`config.mk`:
```
export PLATFORM = sky130hd
export DESIGN_NAME = qspi_flash_rd
export DESIGN_NICKNAME = d
export VERILOG_FILES = /design/src/rtl/qspi_pkg.sv /design/src/rtl/qspi_flash_rd.sv
export SDC_FILE = /design/constraint.sdc
export NUM_CORES = 1
export LEC_CHECK = 0
export ABC_AREA = 0
export CAP_MARGIN = 0
export CORE_MARGIN = 2
export CORE_UTILIZATION = 25
export DETAILED_ROUTE_END_ITERATION = 7
export GPL_TIMING_DRIVEN = 0
export HOLD_SLACK_MARGIN = 0.06
export RECOVER_POWER = 50
export SETUP_SLACK_MARGIN = 0.05
export SLEW_MARGIN = 40
export SYNTH_ARGS = -nofsm -noshare
export SYNTH_HDL_FRONTEND = slang
export SYNTH_SLANG_ARGS = --single-unit
export TNS_END_PERCENT = 1
```
`constraint.sdc`:
```
create_clock -name clk -period 2.6 [get_ports clk]
set_input_delay 0.26 -clock clk [delete_from_list [all_inputs] [get_ports clk]]
set_output_delay 0.26 -clock clk [all_outputs]
set_load 0.05 [all_outputs]
```
`src/rtl/qspi_pkg.sv`:
```
// Shared register map, CSN bit position and read-sequencer state encoding.
package qspi_pkg;

  localparam logic [3:0] REG_CFG0 = 4'd0;
  localparam logic [3:0] REG_CFG1 = 4'd1;
  localparam logic [3:0] REG_DATA = 4'd2;

  localparam int unsigned CSN_BIT = 3;

  typedef enum logic [3:0] {
    ST_IDLE,
    ST_CFG_DIV,
    ST_CFG_MODE,
    ST_CS_LOW,
    ST_CMD,
    ST_ADR2,
    ST_ADR1,
    ST_ADR0,
    ST_RD,
    ST_CS_HIGH
  } state_t;

  // config1 value: divider in [7:4], CSN (active-low) at CSN_BIT, rest zero
  function automatic logic [7:0] cfg1_val(input logic [3:0] div, input logic csn);
    logic [7:0] v;
    v = {div, 4'b0000};
    v[CSN_BIT] = csn;
    return v;
  endfunction

endpackage

```
`src/rtl/qspi_flash_rd.sv`:
```
// Flash read sequencer: drives a QSPI wrapper over a simple register bus
// (configure, assert CSN, send opcode + 24-bit address, stream bytes back).
module qspi_flash_rd
  import qspi_pkg::*;
#(
  parameter logic [3:0] DIV      = 4'd2,
  parameter logic [7:0] CMD_READ = 8'h03,
  parameter logic [7:0] CFG0_VAL = 8'h00
) (
  input  logic        clk,
  input  logic        rst,
  input  logic        rd_req_vld,
  output logic        rd_req_rdy,
  input  logic [23:0] rd_req_addr,
  input  logic [7:0]  rd_req_len,
  output logic        rd_dat_vld,
  input  logic        rd_dat_rdy,
  output logic [7:0]  rd_dat,
  output logic        rd_dat_last,
  output logic        busy,
  output logic        qspi_if_req_vld,
  input  logic        qspi_if_req_rdy,
  output logic [3:0]  qspi_if_req_addr,
  output logic        qspi_if_req_read,
  output logic [7:0]  qspi_if_req_dat,
  input  logic        qspi_if_rsp_vld,
  output logic        qspi_if_rsp_rdy,
  input  logic [7:0]  qspi_if_rsp_dat
);

  state_t      state_q, state_d;
  logic        out_q;
  logic [8:0]  cnt_q;
  logic [23:0] addr_q;

  logic req_hs, rsp_hs, active, in_rd, accept;

  // State register
  always_ff @(posedge clk) begin
    if (rst) state_q <= ST_IDLE;
    else     state_q <= state_d;
  end

  // Outstanding flag, captured address and remaining-byte counter
  always_ff @(posedge clk) begin
    if (rst) begin
      out_q  <= 1'b0;
      cnt_q  <= '0;
      addr_q <= '0;
    end else begin
      if (rsp_hs)      out_q <= 1'b0;
      else if (req_hs) out_q <= 1'b1;
      if (accept) begin
        addr_q <= rd_req_addr;
        cnt_q  <= (rd_req_len == 8'd0) ? 9'd256 : {1'b0, rd_req_len};
      end else if (in_rd && rsp_hs) begin
        cnt_q <= cnt_q - 9'd1;
      end
    end
  end

  // Bus request fields per step; a step's response may arrive in the same
  // cycle as its request, so "active" covers the request handshake too.
  always_comb begin
    qspi_if_req_addr = '0;
    qspi_if_req_read = 1'b0;
    qspi_if_req_dat  = '0;
    unique case (state_q)
      ST_CFG_DIV:  begin qspi_if_req_addr = REG_CFG1; qspi_if_req_dat = cfg1_val(DIV, 1'b1); end
      ST_CFG_MODE: begin qspi_if_req_addr = REG_CFG0; qspi_if_req_dat = CFG0_VAL; end
      ST_CS_LOW:   begin qspi_if_req_addr = REG_CFG1; qspi_if_req_dat = cfg1_val(DIV, 1'b0); end
      ST_CMD:      begin qspi_if_req_addr = REG_DATA; qspi_if_req_dat = CMD_READ; end
      ST_ADR2:     begin qspi_if_req_addr = REG_DATA; qspi_if_req_dat = addr_q[23:16]; end
      ST_ADR1:     begin qspi_if_req_addr = REG_DATA; qspi_if_req_dat = addr_q[15:8]; end
      ST_ADR0:     begin qspi_if_req_addr = REG_DATA; qspi_if_req_dat = addr_q[7:0]; end
      ST_RD:       begin qspi_if_req_addr = REG_DATA; qspi_if_req_read = 1'b1; end
      ST_CS_HIGH:  begin qspi_if_req_addr = REG_CFG1; qspi_if_req_dat = cfg1_val(DIV, 1'b1); end
      default:     ;
    endcase

    rd_req_rdy      = (state_q == ST_IDLE);
    busy            = (state_q != ST_IDLE);
    accept          = rd_req_rdy && rd_req_vld;
    in_rd           = (state_q == ST_RD);
    qspi_if_req_vld = busy && !out_q;
    req_hs          = qspi_if_req_vld && qspi_if_req_rdy;
    active          = out_q || req_hs;
    qspi_if_rsp_rdy = (in_rd && active) ? rd_dat_rdy : 1'b1;
    rsp_hs          = qspi_if_rsp_vld && qspi_if_rsp_rdy && active;
    rd_dat_vld      = in_rd && active && qspi_if_rsp_vld;
    rd_dat          = qspi_if_rsp_dat;
    rd_dat_last     = in_rd && (cnt_q == 9'd1);
  end

  // Next-state: each step advances on its response handshake
  always_comb begin
    state_d = state_q;
    unique case (state_q)
      ST_IDLE:     if (accept) state_d = ST_CFG_DIV;
      ST_CFG_DIV:  if (rsp_hs) state_d = ST_CFG_MODE;
      ST_CFG_MODE: if (rsp_hs) state_d = ST_CS_LOW;
      ST_CS_LOW:   if (rsp_hs) state_d = ST_CMD;
      ST_CMD:      if (rsp_hs) state_d = ST_ADR2;
      ST_ADR2:     if (rsp_hs) state_d = ST_ADR1;
      ST_ADR1:     if (rsp_hs) state_d = ST_ADR0;
      ST_ADR0:     if (rsp_hs) state_d = ST_RD;
      ST_RD:       if (rsp_hs && cnt_q == 9'd1) state_d = ST_CS_HIGH;
      ST_CS_HIGH:  if (rsp_hs) state_d = ST_IDLE;
      default:     state_d = ST_IDLE;
    endcase
  end

endmodule
```
Word-level counts from Yosys, hierarchy flattened
Cells that the tools add are included.
Storage, ports and cells
  flip-flop bits (word level): 38
  output and inout bits: 27
  logic and storage cells: 64
Cells by class
  add/sub/neg operators: 1
  equal/unequal tests: 20
  muxes and demuxes: 18
  reduce and logical (&&, ||, !) cells: 21
Operators with widths (number)
  $pmux 8 s6: 1
  $mux 4: 10
  $pmux 4 s10: 1
  $mux 9: 3
  $eq 4x3->1 const B: 4
  $ne 2x2->1 const B: 8
  $logic_and 1x1->1: 10
  $reduce_and 10->1: 1
  $eq 9x1->1 const B: 1
  $sub 9x1->9 const B: 1
  $eq 4x2->1 const B: 2
  $eq 4x4->1 const B: 2
  $logic_not 8->1: 1
  $reduce_or 5->1: 1
  $eq 4x1->1 const B: 1
  $logic_not 4->1: 1
  $ne 2x1->1 const B: 2
  $pmux 2 s2: 1
  $reduce_bool 4->1: 1
  $reduce_or 2->1: 2
  $reduce_or 3->1: 1
  $mux 1: 2
  $reduce_bool 2->1: 1
  $logic_not 1->1: 1
  $logic_or 1x1->1: 1

Depth between registers and ports, before layout
Gate-level depths: netlist of the first run.
  depth after elaboration: 11
  depth in mapped cells: 7

Worst setup path after synthesis of the first run
No wires, ideal clock.
  path type: reg2out
  from: reg state_q[2]
  to: out qspi_if_rsp_rdy
  arrival: 3.735 ns
  data required time: 2.340 ns
  slack: -1.395 ns
  stages on the path, launching flop included: 6
  buffers on the path: 1
  cell sequence: dfxtp_1 buf_6 nor4_1 inv_1 a21oi_1 or3_1
On the way
  cells in the longest elaborated chain, start to end: 6
  elaborated cells between the ends (all ways): 7
  those cells by class: eq/ne (1); mux (1); reduce/logical (5)
RTL lines
  from (decl): line qspi_flash_rd.sv:31  | state_t state_q, state_d;
  from (signal assigned): line qspi_flash_rd.sv:41  | else state_q <= state_d;
  $reduce_bool 4->1: line qspi_flash_rd.sv:82  | busy = (state_q != ST_IDLE);
  net busy: line qspi_flash_rd.sv:20  | output logic busy,
  $logic_and 1x1->1: line qspi_flash_rd.sv:85  | qspi_if_req_vld = busy && !out_q;
  $logic_and 1x1->1: line qspi_flash_rd.sv:86  | req_hs = qspi_if_req_vld && qspi_if_req_rdy;
  $logic_or 1x1->1: line qspi_flash_rd.sv:87  | active = out_q || req_hs;
  $logic_and 1x1->1: line qspi_flash_rd.sv:88  | qspi_if_rsp_rdy = (in_rd && active) ? rd_dat_rdy : 1'b1;
  $mux 1: line qspi_flash_rd.sv:88
  to (decl): line qspi_flash_rd.sv:27  | output logic qspi_if_rsp_rdy,
The timed path passes the listed nets, and every way through them passes these cells.

Worst setup path in the final report of the first run
  from: reg state_q[1]
  to: out qspi_if_rsp_rdy
On the way
  cells in the longest elaborated chain, start to end: 6
  elaborated cells between the ends (all ways): 7
  those cells by class: eq/ne (1); mux (1); reduce/logical (5)
RTL lines (line)
  $reduce_bool 4->1: qspi_flash_rd.sv:82
  $logic_and 1x1->1: qspi_flash_rd.sv:85
  $logic_and 1x1->1: qspi_flash_rd.sv:86
  $logic_or 1x1->1: qspi_flash_rd.sv:87
  $logic_and 1x1->1 *: qspi_flash_rd.sv:88
  $mux 1 *: qspi_flash_rd.sv:88
Every way passes the cells marked *; elsewhere a longest branch is shown, timed or not.

==> results of run 1 <==
## critical path, delay by kind of cell (launching register included)
kind / cells / cell delay [ns]
buffers and inverters: 3 / 0.78
flip-flops: 1 / 0.30
AND/OR/NAND/NOR: 2 / 0.85
## cells in the mapped netlist (all sizes together), types with 5 or more instances
library cell / number / area (sq um)
a21oi: 31 / 155
buf: 15 / 111
clkbuf: 14 / 52.6
dfxtp: 38 / 761
inv: 8 / 30.0
nand2: 57 / 214
nand3: 10 / 50.1
nor2: 9 / 33.8
nor3: 5 / 25.0
## sequential cells by signal (all words and copies together), names as in the netlist
| name | count |
|---|---|
| out_q | 1 |
| cnt_q | 9 |
| state_q | 4 |
| addr_q | 24 |
## cell usage in the layout, fill, tap and decap left out, types with 5 or more instances in the layout
cell	n
clkbuf_2	5
dlygate4sd3_1	10
inv_1	8
dlygate4sd2_1	6
nor3_1	5
nand3_1	10
clkbuf_8	5
a21oi_1	31
nor2_1	9
buf_4	10
nand2_1	57
dfxtp_1	38
clkbuf_1	14
clkdlybuf4s50_1	39
## power by group
part	switching, mW	internal [mW]	total [mW]	leakage [nW]
clock network	0.231	0.285	0.517	0.0504
logic	0.209	0.146	0.355	0.684
registers	0.0231	0.619	0.642	0.311
total	0.463	1.05	1.51	1.05
## kinds of logic after synthesis
kind of cell / synth area share
AOI/OAI and AO/OA: 0.187
xor gates and xnor gates: 0.0177
adders and majority gates: 0.0127
buffers and inverters: 0.0982
DFF: 0.385
muxes: 0.0380
other: 0.00190
and+or+nand+nor: 0.259
## routing by layer
metal	GRT usage	vias up	routed length, um
met2	0.219	73	2640
met5	0	-	0
met1	0.181	923	2700
li1	-	1021	-
met4	0.0539	0	56
met3	0.0317	8	424
## repair_timing
action / in CTS / in global routing
endpoints found under the setup margin: 13 / 8
resized for setup: 15 / 13
hold endpoints to repair: 0 / 0
## worst min-delay path by stage
stage	from	slack, ns	to	depth (start not counted)
2_1_floorplan	rd_req_addr[4]	0.40	addr_q[4]	2
3_3_place_gp	addr_q[20]	0.44	addr_q[20]	2
3_5_place_dp	addr_q[22]	0.45	addr_q[22]	2
4_1_cts	addr_q[22]	0.46	addr_q[22]	2
5_1_grt	addr_q[6]	0.48	addr_q[6]	2
6_report	addr_q[16]	0.46	addr_q[16]	2
## area by class of cell
| cell class | instances | area [sq um] | share of cell area |
|---|---|---|---|
| Buffer | 29 | 168 | 0.0594 |
| Clock buffer | 5 | 68.8 | 0.0244 |
| Clock inverter | 3 | 45.0 | 0.0160 |
| Inverter | 8 | 30.0 | 0.0106 |
| Multi-Input combinational cell | 182 | 1030 | 0.367 |
| Sequential cell | 38 | 761 | 0.270 |
| Tap cell | 102 | 128 | 0.0452 |
| Timing Repair Buffer | 62 | 587 | 0.208 |
==> metrics, run 1 <==
result of the run=completed; post-detailed-route via-to-cell ratio=4.72; netlist area before placement=0.00197 sq mm; Worst slew margin=0.564; Post-Layout Cell Count=429; number of antenna violations at the first check in global routing=0; sum of negative setup slack=0 ns; clock latency of the later-clocked register in the worst-skew pair=0.30 ns; row cnt=32; crit path capture type=primary output; maximum number of pins on one net before global-route repair=14; CTS Buffer Depth=2; estimated wirelength of the detail-placed design=4.27 mm; data arrival time of the critical path=between 2 and 2.5 ns; number of hold-slack violations in the final timing report=0; Worst Slack Setup Final=0.125 ns; count of pins over their slew limit=0; yosys synthesis warning count=0; htree depth=2; reg-to-reg startpoint=state_q[1]; port buffer count=62; unique cell type count in the Yosys netlist=45; share of the cycle needed by the critical path after routing=0.952; routability-driven placement congestion ratio=0.831; Worst Path Max Fanout=9; start-to-end type of the worst setup path=flop to primary output; GRT Util Overall=0.138; slew at the pin closest to its max-slew limit=0.647 ns; Final Power=roughly 1.5 mW; dpl cells=approximately 420; Worst setup SP type=flop; Post-CTS Hold Buffers=0; Design Area, Final=0.00282 sq mm; clock tree root buffer cell=clkbuf_8; antenna cell count=0; utilization after layout=0.367; Worst Reg2Reg Path Length in Cells=6; Hold Crit Class=flop to flop; Post-route DRC=0; die width=92.9 um; Std-Cell Core Area=0.00769 sq mm; final worst clock skew=0.00528 ns; clock tree sinks=38; Final #Nets=374; placed inst area=roughly 0.0027 sq mm; wire length of the first global-routing pass=9.49 mm; max frequency=between 0.4 and 0.5 GHz; Syn Area/Cell=7.71 sq um; crit-path cells=buf_2 -> or4b_1 -> buf_6 -> or3_1 -> dlygate4sd2_1; detailed-route wire length per cell=13.5 um; Reg-to-Reg End=cnt_q[5]; Setup crit end=qspi_if_rsp_rdy; die area=between 0.008 and 0.009 sq mm; first-iteration detailed-routing DRC count=115; I/O pin count=73; ratio of cells with drive above 1 in the final layout=0.110; die boundary height=between 90 and 100 um; maximum capacitance violations=0; Async SR Flop Fraction=0; stage delay of the slowest cell on the critical path=0.51 ns; sequential element share of the synthesized area=0.385; Remaining Overflow, GRT=0; minimum clock period=approximately 2.5 ns; number of storage elements in the synthesis netlist=38; drt pass-1 iters=4; P&R area growth vs syn=42.9%; first element of the critical path=state_q[1]; worst-case vdd ir drop=0.276 mV; static leakage=1.05 nW; fillcell total=~840; unrepaired setup endpoints after global routing=yes; Post-CTS Repair Setup Buffers=0; worst endpoint required time=2.34 ns; total wire length after detailed routing=5.81 mm; flop-to-flop setup slack=0.35 ns; Post-DRT Antenna Nets=0; starting density of the core=0.257; number of standard cells after synthesis=256; most instantiated flip-flop cell in the synthesis netlist=dfxtp_1; Cell Pwr Density=537 mW/mm^2; clock transition time at the flip-flop clock pins of the worst setup and hold paths=roughly 0.080 ns; cell with the largest stage delay on the worst path=or4b_1; CTS tree=done; number of buffers created by CTS=5; worst setup slack after placement=-0.0229 ns; number of enable-type register cells in the synthesized netlist=0; count of final setup violators=0; via total after detailed routing=2025; final-layout worst hold slack=around 0.46 ns; vias in the first global route=between 1500 and 2000
Power figures use the tool's default switching activity.
==> run 2: changes to the inputs <==
--- a/config.mk
+++ b/config.mk
@@ -6,7 +6,7 @@
 export NUM_CORES = 1
 export LEC_CHECK = 0
 export ABC_AREA = 0
-export CAP_MARGIN = 0
+export CAP_MARGIN = 20
 export CORE_MARGIN = 2
 export CORE_UTILIZATION = 25
 export DETAILED_ROUTE_END_ITERATION = 7
@@ -14,6 +14,7 @@
 export HOLD_SLACK_MARGIN = 0.06
 export RECOVER_POWER = 50
 export SETUP_SLACK_MARGIN = 0.05
+export SKIP_LAST_GASP = 1
 export SLEW_MARGIN = 40
 export SYNTH_ARGS = -nofsm -noshare
 export SYNTH_HDL_FRONTEND = slang
==> run 2 against run 1 <==
The run now ends with negative setup slack left. Cell count stayed put. Die area stayed put. Clock power hardly changed. Final area is 1.2% higher. Critical path type unchanged. Critical endpoint is now qspi_if_req_dat[4].
==> metrics, run 2 (synthesized netlist as in run 1, its figures left out) <==
start-to-end type of the worst setup path=flop to primary output; count of final setup violators=7; Final Power=1.52 mW; worst setup slack after placement=-0.0229 ns; static leakage=approximately 1.0 nW; reg-to-reg startpoint=state_q[1]; number of antenna violations at the first check in global routing=0; Worst Reg2Reg Path Length in Cells=6; flop-to-flop setup slack=0.37 ns; Post-Layout Cell Count=about 430; number of hold-slack violations in the final timing report=0; antenna cell count=0; estimated wirelength of the detail-placed design=4.27 mm; final worst clock skew=0.00609 ns; Post-CTS Repair Setup Buffers=0; clock tree root buffer cell=clkbuf_8; CTS Buffer Depth=2; worst endpoint required time=2.34 ns; share of the cycle needed by the critical path after routing=1.06; Cell Pwr Density=531 mW/mm^2; worst hold start=addr_q[2]; drt pass-1 iters=4; worst-case vdd ir drop=0.278 mV; post-detailed-route via-to-cell ratio=roughly 4.7; final-layout worst hold slack=about 0.46 ns; top flop regs=addr_q: 24 flops, cnt_q: 9 flops, state_q: 4 flops; unrepaired setup endpoints after global routing=yes; ratio of cells with drive above 1 in the final layout=0.0979; utilization after layout=0.371; Worst Slack Setup Final=-0.152 ns; die width=roughly 93 um; Std-Cell Core Area=roughly 0.0077 sq mm; clock latency of the later-clocked register in the worst-skew pair=approximately 0.3 ns; routability-driven placement congestion ratio=around 0.83; detailed-route wire length per cell=13.6 um; Met2 Wirelength=2.62 mm; die area=approximately 0.0086 sq mm; Remaining Overflow, GRT=0; wire length of the first global-routing pass=between 9 and 10 mm; Worst Path Max Fanout=9; flip-flop count of the largest register after layout=24; met3 wire length=roughly 470 um; Post-route DRC=0; max frequency=0.363 GHz; Worst Hold Depth=2; starting density of the core=0.257; P&R area growth vs syn=44.6%; maximum number of pins on one net before global-route repair=14; worst hold endpoint=addr_q[2]; highest routed layer=met4; commonest non-fill, non-tap cell in the layout=nand2_1; crit path capture type=primary output; Worst slew margin=0.565; total wire length after detailed routing=5.82 mm; minimum clock period=2.75 ns; clock tree sinks=38; dpl cells=about 420; count of pins over their slew limit=0; I/O pin count=73; met1 wire length=2.68 mm; most used cells in the layout excluding fill and tap cells=57 x nand2_1, 48 x clkdlybuf4s50_1, 38 x dfxtp_1, 31 x a21oi_1, 14 x clkbuf_1; failing checks=negative setup slack; GRT Util Overall=0.138; first-iteration detailed-routing DRC count=107; port buffer count=62; largest reg by FF count=addr_q; data arrival time of the critical path=2.49 ns; Post-DRT Antenna Nets=0; vias in the first global route=1982; result of the run=finished with violations; via total after detailed routing=~2000; maximum capacitance violations=0; row cnt=32; htree depth=2; die boundary height=92.9 um; CTS tree=done; Final #Nets=between 300 and 400; slew at the pin closest to its max-slew limit=0.646 ns; clock transition time at the flip-flop clock pins of the worst setup and hold paths=0.08 ns; Worst setup SP type=flop; Reg-to-Reg End=cnt_q[5]; number of buffers created by CTS=5; Hold Crit Class=flop to flop
==> run 2: report_power, final <==
part	switching, mW	internal [mW]
combinational	0.208	0.148
sequential	0.0233	0.619
clock	0.233	0.286
==> run 2: what timing repair did <==
| item | CTS | global route |
|---|---|---|
| gates resized for setup | 5 | 1 |
| setup endpoints to repair | 13 | 12 |
| cloned | 0 | 0 |
| hold buffers | 0 | 0 |
==> run 2: layout make-up <==
| cell class | instances | area [sq um] |
|---|---|---|
| sequential | 38 | 761 |
| multi-input combinational | 182 | 1040 |
| fill | 838 | 4830 |
| clock inverter | 3 | 45.0 |
| timing repair buffer | 62 | 618 |
| tap | 102 | 128 |
| inverter | 8 | 30.0 |
| clock buffer | 5 | 68.8 |
| buffer | 29 | 165 |
==> run 2: how the worst max path moves through the flow <==
stage               depth (start not counted)  slack, ns       start                  to
floorplan                                   5       0.06  state_q[2]     qspi_if_rsp_rdy
global placement                            5      0.009  state_q[1]  qspi_if_req_dat[1]
detailed placement                          5      -0.02  state_q[1]  qspi_if_req_dat[0]
CTS                                         5      -0.16  state_q[1]     qspi_if_rsp_rdy
global route                                6      -0.29  state_q[1]  qspi_if_req_dat[6]
finish                                      6      -0.15  state_q[1]  qspi_if_req_dat[4]
==> run 2: per-layer routing <==
layer / GRT usage / up-vias
li1: - / 1020
met1: 0.181 / 911
met2: 0.219 / 77
met3: 0.0317 / 8
met4: 0.0539 / 0
met5: 0 / -
==> run 2: per-stage QoR <==
step / TNS, ns / area (sq um)
3_5_place_dp: -0.0229 / 2740
2_1_floorplan: 0 / 1990
4_1_cts: -0.955 / 2850
6_report: -0.737 / 2850
5_1_grt: -1.55 / 2850
3_3_place_gp: 0 / 2740
==> run 2: worst max-delay path: stages, from the launching register on <==
cell and delay [ns]:
dfxtp_1 0.31, buf_2 0.25, nor2b_1 0.16, clkbuf_1 0.35, a22oi_1 0.16, nor2_1 0.15, clkdlybuf4s50_1 0.82
==> run 3: changes to the inputs <==
--- a/config.mk
+++ b/config.mk
@@ -7,11 +7,14 @@
 export LEC_CHECK = 0
 export ABC_AREA = 0
 export CAP_MARGIN = 20
+export CELL_PAD_IN_SITES_DETAIL_PLACEMENT = 0
+export CELL_PAD_IN_SITES_GLOBAL_PLACEMENT = 1
 export CORE_MARGIN = 2
 export CORE_UTILIZATION = 25
 export DETAILED_ROUTE_END_ITERATION = 7
 export GPL_TIMING_DRIVEN = 0
 export HOLD_SLACK_MARGIN = 0.06
+export PLACE_DENSITY_LB_ADDON = 0.1
 export RECOVER_POWER = 50
 export SETUP_SLACK_MARGIN = 0.05
 export SKIP_LAST_GASP = 1
==> run 3 against run 2 <==
The run still ends with negative setup slack left. Critical path depth shrank 1. Register-to-register slack got worse by 0.11 ns. Sequential cell count did not move. Sequential power barely moved. First-iteration DRC count is 29% lower. Wire length grew 2.9%. Final area rose by 0.83%. Total power rose by 7.7%. Largest cell class unchanged.
==> metrics, run 3 (synthesized netlist as in run 1, its figures left out) <==
sum of negative setup slack=-0.929 ns; flip-flop count of the largest register after layout=24; count of final setup violators=8; I/O pin count=73; maximum capacitance violations=0; Hold Crit Class=flop to flop; estimated wirelength of the detail-placed design=4.40 mm; Worst setup SP type=flop; slew at the pin closest to its max-slew limit=0.692 ns; Final Power=1.63 mW; drt pass-1 iters=4; worst setup slack after placement=-0.0272 ns; stage delay of the slowest cell on the critical path=0.70 ns; row cnt=32; share of the cycle needed by the critical path after routing=1.09; CTS Buffer Depth=2; final-layout worst hold slack=0.455 ns; Std-Cell Core Area=between 0.007 and 0.008 sq mm; largest reg by FF count=addr_q; vias in the first global route=about 1800; number of hold-slack violations in the final timing report=0; via total after detailed routing=2025; max frequency=0.352 GHz; Crit path max-delay family=buffers and inverters; Post-DRT Antenna Nets=0; clock tree root buffer cell=clkbuf_8; crit path capture type=primary output; clock tree sinks=38; Worst slew margin=0.534; worst endpoint required time=2.34 ns; worst-case vdd ir drop=around 0.22 mV; final worst clock skew=around 0.012 ns; GRT Util Overall=0.143; die area=0.00862 sq mm; top flop regs=addr_q: 24 flops, cnt_q: 9 flops, state_q: 4 flops; post-detailed-route via-to-cell ratio=approximately 4.7; clock transition time at the flip-flop clock pins of the worst setup and hold paths=0.08 ns; die width=92.9 um; wire length of the first global-routing pass=~9.5 mm; starting density of the core=0.257; count of pins over their slew limit=0; die boundary height=92.9 um; maximum number of pins on one net before global-route repair=13; detailed-route wire length per cell=about 14 um; minimum clock period=2.84 ns; Post-route DRC=0; commonest non-fill, non-tap cell in the layout=nand2_1; port buffer count=62; Cell Pwr Density=567 mW/mm^2; total wire length after detailed routing=5.99 mm; htree depth=2; start-to-end type of the worst setup path=flop to primary output; Worst Slack Setup Final=-0.239 ns; crit-path cells=buf_2 -> or4b_4 -> clkbuf_1 -> or3_1 -> clkdlybuf4s50_1; failing checks=negative setup slack; routability-driven placement congestion ratio=between 0.7 and 0.8; most used cells in the layout excluding fill and tap cells=57 x nand2_1, 47 x clkdlybuf4s50_1, 38 x dfxtp_1, 31 x a21oi_1, 15 x clkbuf_1; Final #Nets=374; ratio of cells with drive above 1 in the final layout=0.0948; CTS tree=done; antenna cell count=0; unrepaired setup endpoints after global routing=yes; utilization after layout=0.374; static leakage=between 1 and 1.5 nW; result of the run=finished with violations; Worst Path Max Fanout=9; first-iteration detailed-routing DRC count=76; Buffers & Inverters on Critical Path=3; clock latency of the later-clocked register in the worst-skew pair=around 0.3 ns; cell with the largest stage delay on the worst path=clkdlybuf4s50_1; P&R area growth vs syn=45.8%; data arrival time of the critical path=2.58 ns; number of buffers created by CTS=5; number of antenna violations at the first check in global routing=0; Remaining Overflow, GRT=0; Post-CTS Hold Buffers=0
==> run 3: changes by cell type in the layout (fill, tap and decap cells not counted), sizes merged <==
cell,delta
clkdlybuf4s50,-1
dlymetal6s2s,+1
bufinv,+1
buf,-1
clkbuf,+2
clkinvlp,-2
==> run 3: metal layers <==
metal,share of wire,wire [um],GRT usage,up-vias
met5,0,0,0,-
met4,0.012,73,0.0441,0
met3,0.047,284,0.0317,6
met2,0.45,2690,0.223,58
met1,0.49,2940,0.197,935
li1,-,-,-,1026
==> run 3: report_power, final <==
| part | switching, mW | internal, mW | leakage, nW | total (mW) |
|---|---|---|---|---|
| Clock | 0.224 | 0.410 | 0.0714 | 0.634 |
| Combinational | 0.210 | 0.148 | 0.705 | 0.357 |
| Sequential | 0.0227 | 0.619 | 0.311 | 0.642 |
==> run 3: tightest hold or removal path, cell delays in order (launching register included) <==
cell,delay (ns)
dfxtp_1,0.31
nand2_1,0.05
a21oi_1,0.05
==> run 3: metrics by stage <==
| stage | area, sq um | cells |
|---|---|---|
| final | 2880 | 429 |
| after global routing | 2880 | 429 |
| after CTS | 2880 | 429 |
| after detailed placement | 2740 | 421 |
| after global placement | 2740 | 421 |
| after floorplan | 1990 | 257 |
==> run 3: final timing paths <==
path / to / cells past startpoint / start / slack [ns]
worst max-delay path: qspi_if_rsp_rdy / 5 / state_q[1] / -0.24
worst min-delay path: addr_q[4] / 2 / addr_q[4] / 0.46
worst max register to register: cnt_q[5] / 6 / state_q[1] / 0.26
worst min register to register: addr_q[4] / 2 / addr_q[4] / 0.46
==> run 3: what timing repair did <==
item	in CTS	in global routing
endpoints found under the setup margin	13	13
setup buffers	0	0
pin swaps	0	0
gates resized for setup	5	2
==> run 3: cell type report <==
cell class	instances	area, sq um
multi-input cells	182	1040
well taps	102	128
inverters	8	30.0
fillers	867	4810
clock inverters	2	60.1
clock buffers	6	82.6
plain buffers	29	158
flip-flops and latches	38	761
repair buffers	62	621
